### src/rtl/fifo_pattern_wr.sv
// FIFO write-side traffic generator: pushes a selectable data pattern
// (increment, Galois LFSR, walking one, constant) into a FIFO write port,
// either continuously or in fixed-length bursts, and reports progress.
//
// state      | meaning
// -----------+------------------------------------------------------------
// S_IDLE     | stopped; configuration inputs are captured every cycle
// S_WAIT_EMPTY | armed; waits for the FIFO to drain before a burst starts
// S_WRITE    | writing one word per cycle whenever the FIFO is not full
// S_DONE     | single cycle after the last word of a burst; burst_done=1
module fifo_pattern_wr #(
  parameter int                 DATA_W    = 8,
  parameter int                 LEN_W     = 9,
  parameter logic [DATA_W-1:0]  LFSR_TAPS = 8'hB8
) (
  input  logic              clk,
  input  logic              rst_n,
  input  logic              enable,
  input  logic [1:0]        mode,
  input  logic [LEN_W-1:0]  burst_len,
  input  logic [DATA_W-1:0] seed,
  input  logic              wr_full,
  input  logic              wr_empty,
  output logic              wr_req,
  output logic [DATA_W-1:0] wr_data,
  output logic              busy,
  output logic              burst_done,
  output logic [LEN_W-1:0]  word_cnt
);

  typedef enum logic [1:0] {
    S_IDLE       = 2'd0,
    S_WAIT_EMPTY = 2'd1,
    S_WRITE      = 2'd2,
    S_DONE       = 2'd3
  } state_t;

  state_t              state_q, state_d;
  logic [DATA_W-1:0]   data_q, data_d;
  logic [LEN_W-1:0]    cnt_q, cnt_d;
  logic [1:0]          mode_q, mode_d;
  logic [LEN_W-1:0]    len_q, len_d;
  logic [DATA_W-1:0]   seed_q, seed_d;
  logic                done_q;

  logic                accept;
  logic [LEN_W-1:0]    cnt_inc;
  logic [DATA_W-1:0]   init_val;
  logic [DATA_W-1:0]   next_val;

  assign accept  = (state_q == S_WRITE) & ~wr_full;
  assign cnt_inc = cnt_q + LEN_W'(1);

  // First word of a burst; an all-zero LFSR would lock up, so it starts at 1.
  always_comb begin
    init_val = seed_q;
    case (mode_q)
      2'd1:    init_val = (seed_q == '0) ? DATA_W'(1) : seed_q;
      2'd2:    init_val = DATA_W'(1);
      default: init_val = seed_q;
    endcase
  end

  // Pattern successor of the word currently on wr_data.
  always_comb begin
    next_val = data_q;
    case (mode_q)
      2'd0: next_val = data_q + DATA_W'(1);
      2'd1: next_val = data_q[0] ? ((data_q >> 1) ^ LFSR_TAPS) : (data_q >> 1);
      2'd2: next_val = {data_q[DATA_W-2:0], data_q[DATA_W-1]};
      default: next_val = data_q;
    endcase
  end

  // Next-state logic; enable=0 takes priority over burst completion.
  always_comb begin
    state_d = state_q;
    data_d  = data_q;
    cnt_d   = cnt_q;
    mode_d  = mode_q;
    len_d   = len_q;
    seed_d  = seed_q;
    case (state_q)
      S_IDLE: begin
        mode_d = mode;
        len_d  = burst_len;
        seed_d = seed;
        if (enable) state_d = S_WAIT_EMPTY;
      end
      S_WAIT_EMPTY: begin
        if (!enable) begin
          state_d = S_IDLE;
        end else if (wr_empty) begin
          state_d = S_WRITE;
          data_d  = init_val;
          cnt_d   = '0;
        end
      end
      S_WRITE: begin
        if (accept) begin
          data_d = next_val;
          cnt_d  = cnt_inc;
        end
        if (!enable) begin
          state_d = S_IDLE;
        end else if (accept && (len_q != '0) && (cnt_inc == len_q)) begin
          state_d = S_DONE;
        end
      end
      S_DONE: begin
        state_d = enable ? S_WAIT_EMPTY : S_IDLE;
      end
      default: state_d = S_IDLE;
    endcase
  end

  // State, pattern, counter and shadow configuration registers.
  always_ff @(posedge clk or negedge rst_n) begin
    if (!rst_n) begin
      state_q <= S_IDLE;
      data_q  <= '0;
      cnt_q   <= '0;
      mode_q  <= '0;
      len_q   <= '0;
      seed_q  <= '0;
      done_q  <= 1'b0;
    end else begin
      state_q <= state_d;
      data_q  <= data_d;
      cnt_q   <= cnt_d;
      mode_q  <= mode_d;
      len_q   <= len_d;
      seed_q  <= seed_d;
      done_q  <= (state_d == S_DONE);
    end
  end

  assign wr_req     = accept;
  assign wr_data    = data_q;
  assign word_cnt   = cnt_q;
  assign busy       = (state_q != S_IDLE);
  assign burst_done = done_q;

endmodule

### config.mk
export PLATFORM = sky130hd
export DESIGN_NAME = fifo_pattern_wr
export DESIGN_NICKNAME = d
export VERILOG_FILES = /design/src/rtl/fifo_pattern_wr.sv
export SDC_FILE = /design/constraint.sdc
export NUM_CORES = 1
export LEC_CHECK = 0
export ABC_AREA = 1
export BUFFER_PORTS_ARGS = -buffer_cell sky130_fd_sc_hd__buf_2
export CORE_MARGIN = 4
export CORE_UTILIZATION = 30
export CTS_CLUSTER_SIZE = 8
export DETAILED_ROUTE_END_ITERATION = 16
export GPL_TIMING_DRIVEN = 0
export PLACE_DENSITY_LB_ADDON = 0.05
export SLEW_MARGIN = 30
export SYNTH_ARGS = -nofsm -noshare
export SYNTH_HDL_FRONTEND = slang
export SYNTH_SLANG_ARGS = --single-unit
export TNS_END_PERCENT = 30
### constraint.sdc
create_clock -name clk -period 2.5 [get_ports clk]
set_input_delay 0.5 -clock clk [delete_from_list [all_inputs] [get_ports clk]]
set_output_delay 0.5 -clock clk [all_outputs]
set_load 0.005 [all_outputs]
Word level (Yosys, flattened, before mapping)

Index checks and enable logic that the tools add are counted.

Input port bits: 24
Bits in registers: 39
Logic and storage cells: 52

Reductions and logical operators: 10
Equality and inequality tests: 11
Muxes and demuxes: 19
Bitwise logic cells: 3
$add $sub $neg: 2

Operators by type and width:

| operator                                       | number |
|---|---|
| two-way mux 8 bit                              | 5 |
| one-hot mux 8 bit (2 select lines)             | 2 |
| two-way mux 9 bit                              | 3 |
| one-hot mux 8 bit (3 select lines)             | 1 |
| one-hot mux 9 bit (2 select lines)             | 1 |
| two-way mux 2 bit                              | 5 |
| adder 9 x 1 -> 9 bit (second input constant)   | 1 |
| == test 9 bit                                  | 1 |
| nonzero test 9 bit                             | 1 |
| adder 8 x 1 -> 8 bit (second input constant)   | 1 |
| == test 2 bit (second input constant)          | 4 |
| logical NOT 8 bit                              | 1 |
| one-hot mux 2 bit (4 select lines)             | 1 |
| != test 2 bit (second input constant)          | 3 |
| AND reduction 5 bit                            | 1 |
| == test 2 x 1 -> 1 bit (second input constant) | 2 |
| logical NOT 2 bit                              | 2 |
| != test 4 x 1 -> 1 bit (second input constant) | 1 |
| NOT 3 -> 4 bit                                 | 1 |
| AND reduction 4 bit                            | 1 |
| nonzero test 2 bit                             | 2 |
| logical AND 1 bit                              | 2 |
| bitwise AND 1 bit                              | 1 |
| two-way mux 1 bit                              | 1 |
| NOT 1 bit                                      | 1 |

Logic depth before layout (Yosys ltp)

Word-level depth: 8
Depth in mapped cells: 15
Gate-level depth less buffers: 15

Worst setup path after synthesis

OpenSTA, ideal clock, no wires.

Path type: register to register
From: register state_q[0]
To: register done_q, in the netlist burst_done
Arrival: 1.615 ns
Period minus slack after synthesis: 1.684 ns
Required time: 2.431 ns
Path buffers: 1
Cell stages (with the launch flop): 16
Setup slack: 0.816 ns
Cell sequence: dfrtp_1 -> inv_1 -> ha_1 -> buf_2 -> nand2_1 -> nor2_1 -> nand3_1 -> nor2_1 -> nand3_1 -> nor2_1 -> nand3_2 -> nand2_1 -> nand2_1 -> nand2_1 -> nand2_1 -> nor2_2

Word-level cells in the longest chain between the ends: 8

Ends and longest elaborated chain:

| what                                   | RTL line | source |
|---|---|---|
| from (decl)                            | 38       | `state_t state_q, state_d;` |
| from (signal assigned)                 | 128      | `state_q <= state_d;` |
| == test 2 bit                          | 51, 83   |  |
| bitwise AND 1 bit                      | 51       | `assign accept = (state_q == S_WRITE) & ~wr_full;` |
| logical AND 1 bit (2 in a row)         | 106      | `end else if (accept && (len_q != '0) && (cnt_inc == len_q)) begin` |
| two-way mux 2 bit                      | 106      |  |
| two-way mux 2 bit                      | 104      | `if (!enable) begin` |
| one-hot mux 2 bit (4 select lines) (*) | 83       | `case (state_q)` |
| == test 2 bit (*)                      | 134      | `done_q <= (state_d == S_DONE);` |
| to (signal assigned)                   | 134      |  |
| to (decl)                              | 44       | `logic done_q;` |

Mark *: on every way between the ends. The rest lies on a longest branch, timed or not.
A chain may end at the register's enable or synchronous reset.

Final worst setup path

From: register state_q[1]
To: output busy

Word-level cells in the longest chain between the ends: 1

Ends and longest elaborated chain:

| what               | RTL line | source |
|---|---|---|
| nonzero test 2 bit | 141      | `assign busy = (state_q != S_IDLE);` |
| to (decl)          | 26       | `output logic busy,` |

Every way passes these cells.

==> impl_metrics.csv <==
group,metric,value,unit
grt,groute.usage.overall,0.143,
drt,wl_met3,294,um
placed_design,dpl.hpwl,5.08,mm
pwr,total_power,3640,uW
sta,finalCritPeriodShare,0.874,
pwr,power_switching,1700,uW
placed_design,place_area,2770,sq um
outcome,outcome,"completed",
synth,avgSynthCellArea,7.51,sq um
cts,cts_made_buffers,5,
synth,yosys_warnings,0,
synth,synth_top_area_share,0.402,
synth,ys_seq_area_frac,0.402,
cts,cts_setup_buffers,0,
critical_path,critPathRequiredTime,2.00,ns
cts,clk_latency,0.29,ns
sta,tightest_slew,0.520,ns
synth,syn_nets,357,
grt,grt_pass1_wl,11.0,mm
pwr,clkPwrFrac,0.177,
sta,finalSetupViolations,0,
pwr,ir_worst_vdd,0.332,mV
drt,dr_total_vias,2258,
critical_path,cp.arrival,1.69,ns
sta,setup_ws,0.315,ns
cts,cts.clk_slew.worst_paths,0.09,ns
floorplan,die_x,97.9,um
grt,antenna_found_initial,0,
sta,setup-tns-final,0,ns
cts,cts.htree.levels,2,
final_layout,n_antenna_cell,0,
synth,synth_cells,323,
floorplan,io_pins,44,
synth,synth_commonest_cells,"nand2_1 (65), inv_1 (51), o21ai_0 (41)",
cts,cts_buffer_depth,2,
drt,drc_errors,0,
drt,top_layer,"met4",
sta,rsz0062_at_grt,"false",
placed_design,dpl_worst_slack,0.422,ns
floorplan,dieArea,9590,sq um
drt,drtIter0Drc,129,
synth,ys.flop_type,"dfrtp_1",
sta,slew_violations,0,
cts,clockRootBuffer,"clkbuf_8",
critical_path,crit_buf_inv,4,
drt,met1_length,3.53,mm
pwr,swShare,0.467,
synth,synthDistinctLibCells,31,
pwr,p_per_area,1250,nW/um^2
worst_hold_path,min_path_type,"input pin to async pin",
floorplan,core,7810,sq um
critical_path,crit_family,"buffers and inverters",
placed_design,place.gp.congestion,0.857,
final_layout,final_nets,407,
synth,syn_area,2430,sq um
critical_path,critPathMaxStageDelay,0.42,ns
cts,cts-resized-gates,0,
critical_path,cp_max_fo,10,
pwr,p_leak,0.00145,uW
job,drv_cap,0,
synth,synth_area_leader_cell,"dfrtp_1",
grt,grt_max_degree,40,
floorplan,start_util,0.311,
floorplan,num_rows,32,
critical_path,worstSetupPathType,"register to primary output",
pwr,comb_power_share,0.514,
cts,cts_tree,"done",
sta,whs,0.175,ns
drt,wl_met2,2.82,mm
drt,antenna_left,0,
sta,fin_skew,0.00737,ns
synth,synth.area.top_cells,"dfrtp_1 (40%), nand2_1 (10%), o21ai_0 (8.5%)",
synth,synth_seq_cells,39,
placed_design,io_buffer_count,43,
synth,synth_edf_count,0,
floorplan,die_h,97.9,um
sta,fmax,458,MHz
critical_path,cp_cell_sequence,"inv_1, ha_1, clkbuf_1, inv_1, buf_2",
drt,vias_per_cell,4.74,
critical_path,critPathMostFrequentCell,"inv_1",
synth,synth.most_common_cell,"nand2_1",
grt,grt-ovfl-total,0,
drt,post_drt_wl_per_cell,14.1,um
cts,clock_sinks,39,
critical_path,worstSetupEndpointType,"primary output",
pwr,p_int,1940,uW
critical_path,slowest_stage,"dfrtp_1",
critical_path,worstSetupStartpointType,"register",
sta,fin_crit,2.19,ns
drt,wl,6.71,mm
final_layout,final_area,2910,sq um
pwr,pwr-share-seq,0.309,
final_layout,nFillCells,862,
drt,first_pass_iters,6,
final_layout,area_growth_syn_to_layout,19.9,%
final_layout,drive_gt1_frac,0.195,
synth,synthArstFlopShare,1.00,
sta,slew_headroom,0.654,
grt,grt_pass1_vias,2215,
cts,postCtsHoldBufs,0,
sta,hold_viol,0,
==> layout make-up <==
class                           instances  area (sq um)  share of cell area
Buffer                                  7          27.5             0.00947
Clock buffer                            5          68.8              0.0237
Clock inverter                          3          67.6              0.0232
Inverter                               54           203              0.0697
Multi-Input combinational cell        223          1220               0.420
Sequential cell                        39           976               0.336
Tap cell                              102           128              0.0439
Timing Repair Buffer                   43           218              0.0749
==> worst paths after layout <==
| kind | to | from | slack, ns | cells past startpoint |
|---|---|---|---|---|
| worst max-delay path | busy | state_q[1] | 0.31 | 5 |
| worst min register to register | seed_q[1] | seed_q[1] | 0.52 | 2 |
| worst min-delay path | wr_data[4] | rst_n | 0.18 | 1 |
| min in group clk | seed_q[3] | seed[3] | 0.41 | 3 |
| max in group asynchronous | len_q[0] | rst_n | 1.96 | 1 |
| worst max register to register | wr_data[7] | state_q[0] | 0.40 | 9 |
==> sequential cells by signal (all words and copies together), names as in the netlist <==
signal / count
burst_done: 1
len_q: 9
mode_q: 2
seed_q: 8
state_q: 2
word_cnt: 9
wr_data: 8
==> worst reg2reg max path: stages, from the launching register on <==
cell and delay (ns):
dfrtp_1 0.43, inv_1 0.13, ha_1 0.21, buf_2 0.18
inv_1 0.16, o21ai_1 0.12, nor2_2 0.28, inv_2 0.16
a31oi_1 0.23, a22oi_1 0.11
==> placed cells by master, fill, tap and decap left out, types with 5 or more instances in the layout <==
master / synthesis / final
inv_1: 51 / 51
o22ai_1: 12 / 12
buf_2: 1 / 43
nand2_2: 6 / 6
dfrtp_1: 39 / 39
o21ai_0: 41 / 41
nand2_1: 65 / 65
a21oi_1: 10 / 10
nor2_1: 16 / 16
clkbuf_8: 0 / 5
clkbuf_1: 6 / 6
nand3_1: 23 / 23
ha_1: 10 / 10
a22oi_1: 5 / 5
==> kinds of logic after synthesis <==
logic type                 Yosys count  synth area share
AOI/OAI and AO/OA                   85             0.204
adders and majority gates           10            0.0516
DFF                                 39             0.402
buffers and inverters               61            0.0949
and+or+nand+nor                    124             0.233
xor gates and xnor gates             4            0.0144
==> per-layer routing <==
metal,up-vias,track usage
li1,1173,-
met1,1030,0.215
met2,51,0.213
met3,4,0.0264
met4,0,0.0351
met5,-,0
==> through the flow <==
step	std cells	utilization
3_3_place_gp	468	0.355
2_1_floorplan	323	-
6_report	476	0.372
5_1_grt	476	0.372
3_5_place_dp	468	0.355
4_1_cts	476	0.372
==> power groups by stage <==
stage / Sequential, uW / Combinational, uW / Clock (uW)
4_1_cts: 1130 / 1890 / 669
5_1_grt: 1170 / 2170 / 696
3_3_place_gp: 1140 / 1880 / 0
3_5_place_dp: 1140 / 1880 / 0
2_1_floorplan: 1090 / 1310 / 0
6_report: 1130 / 1870 / 645
No activity file was read; power rests on OpenSTA's default activity.
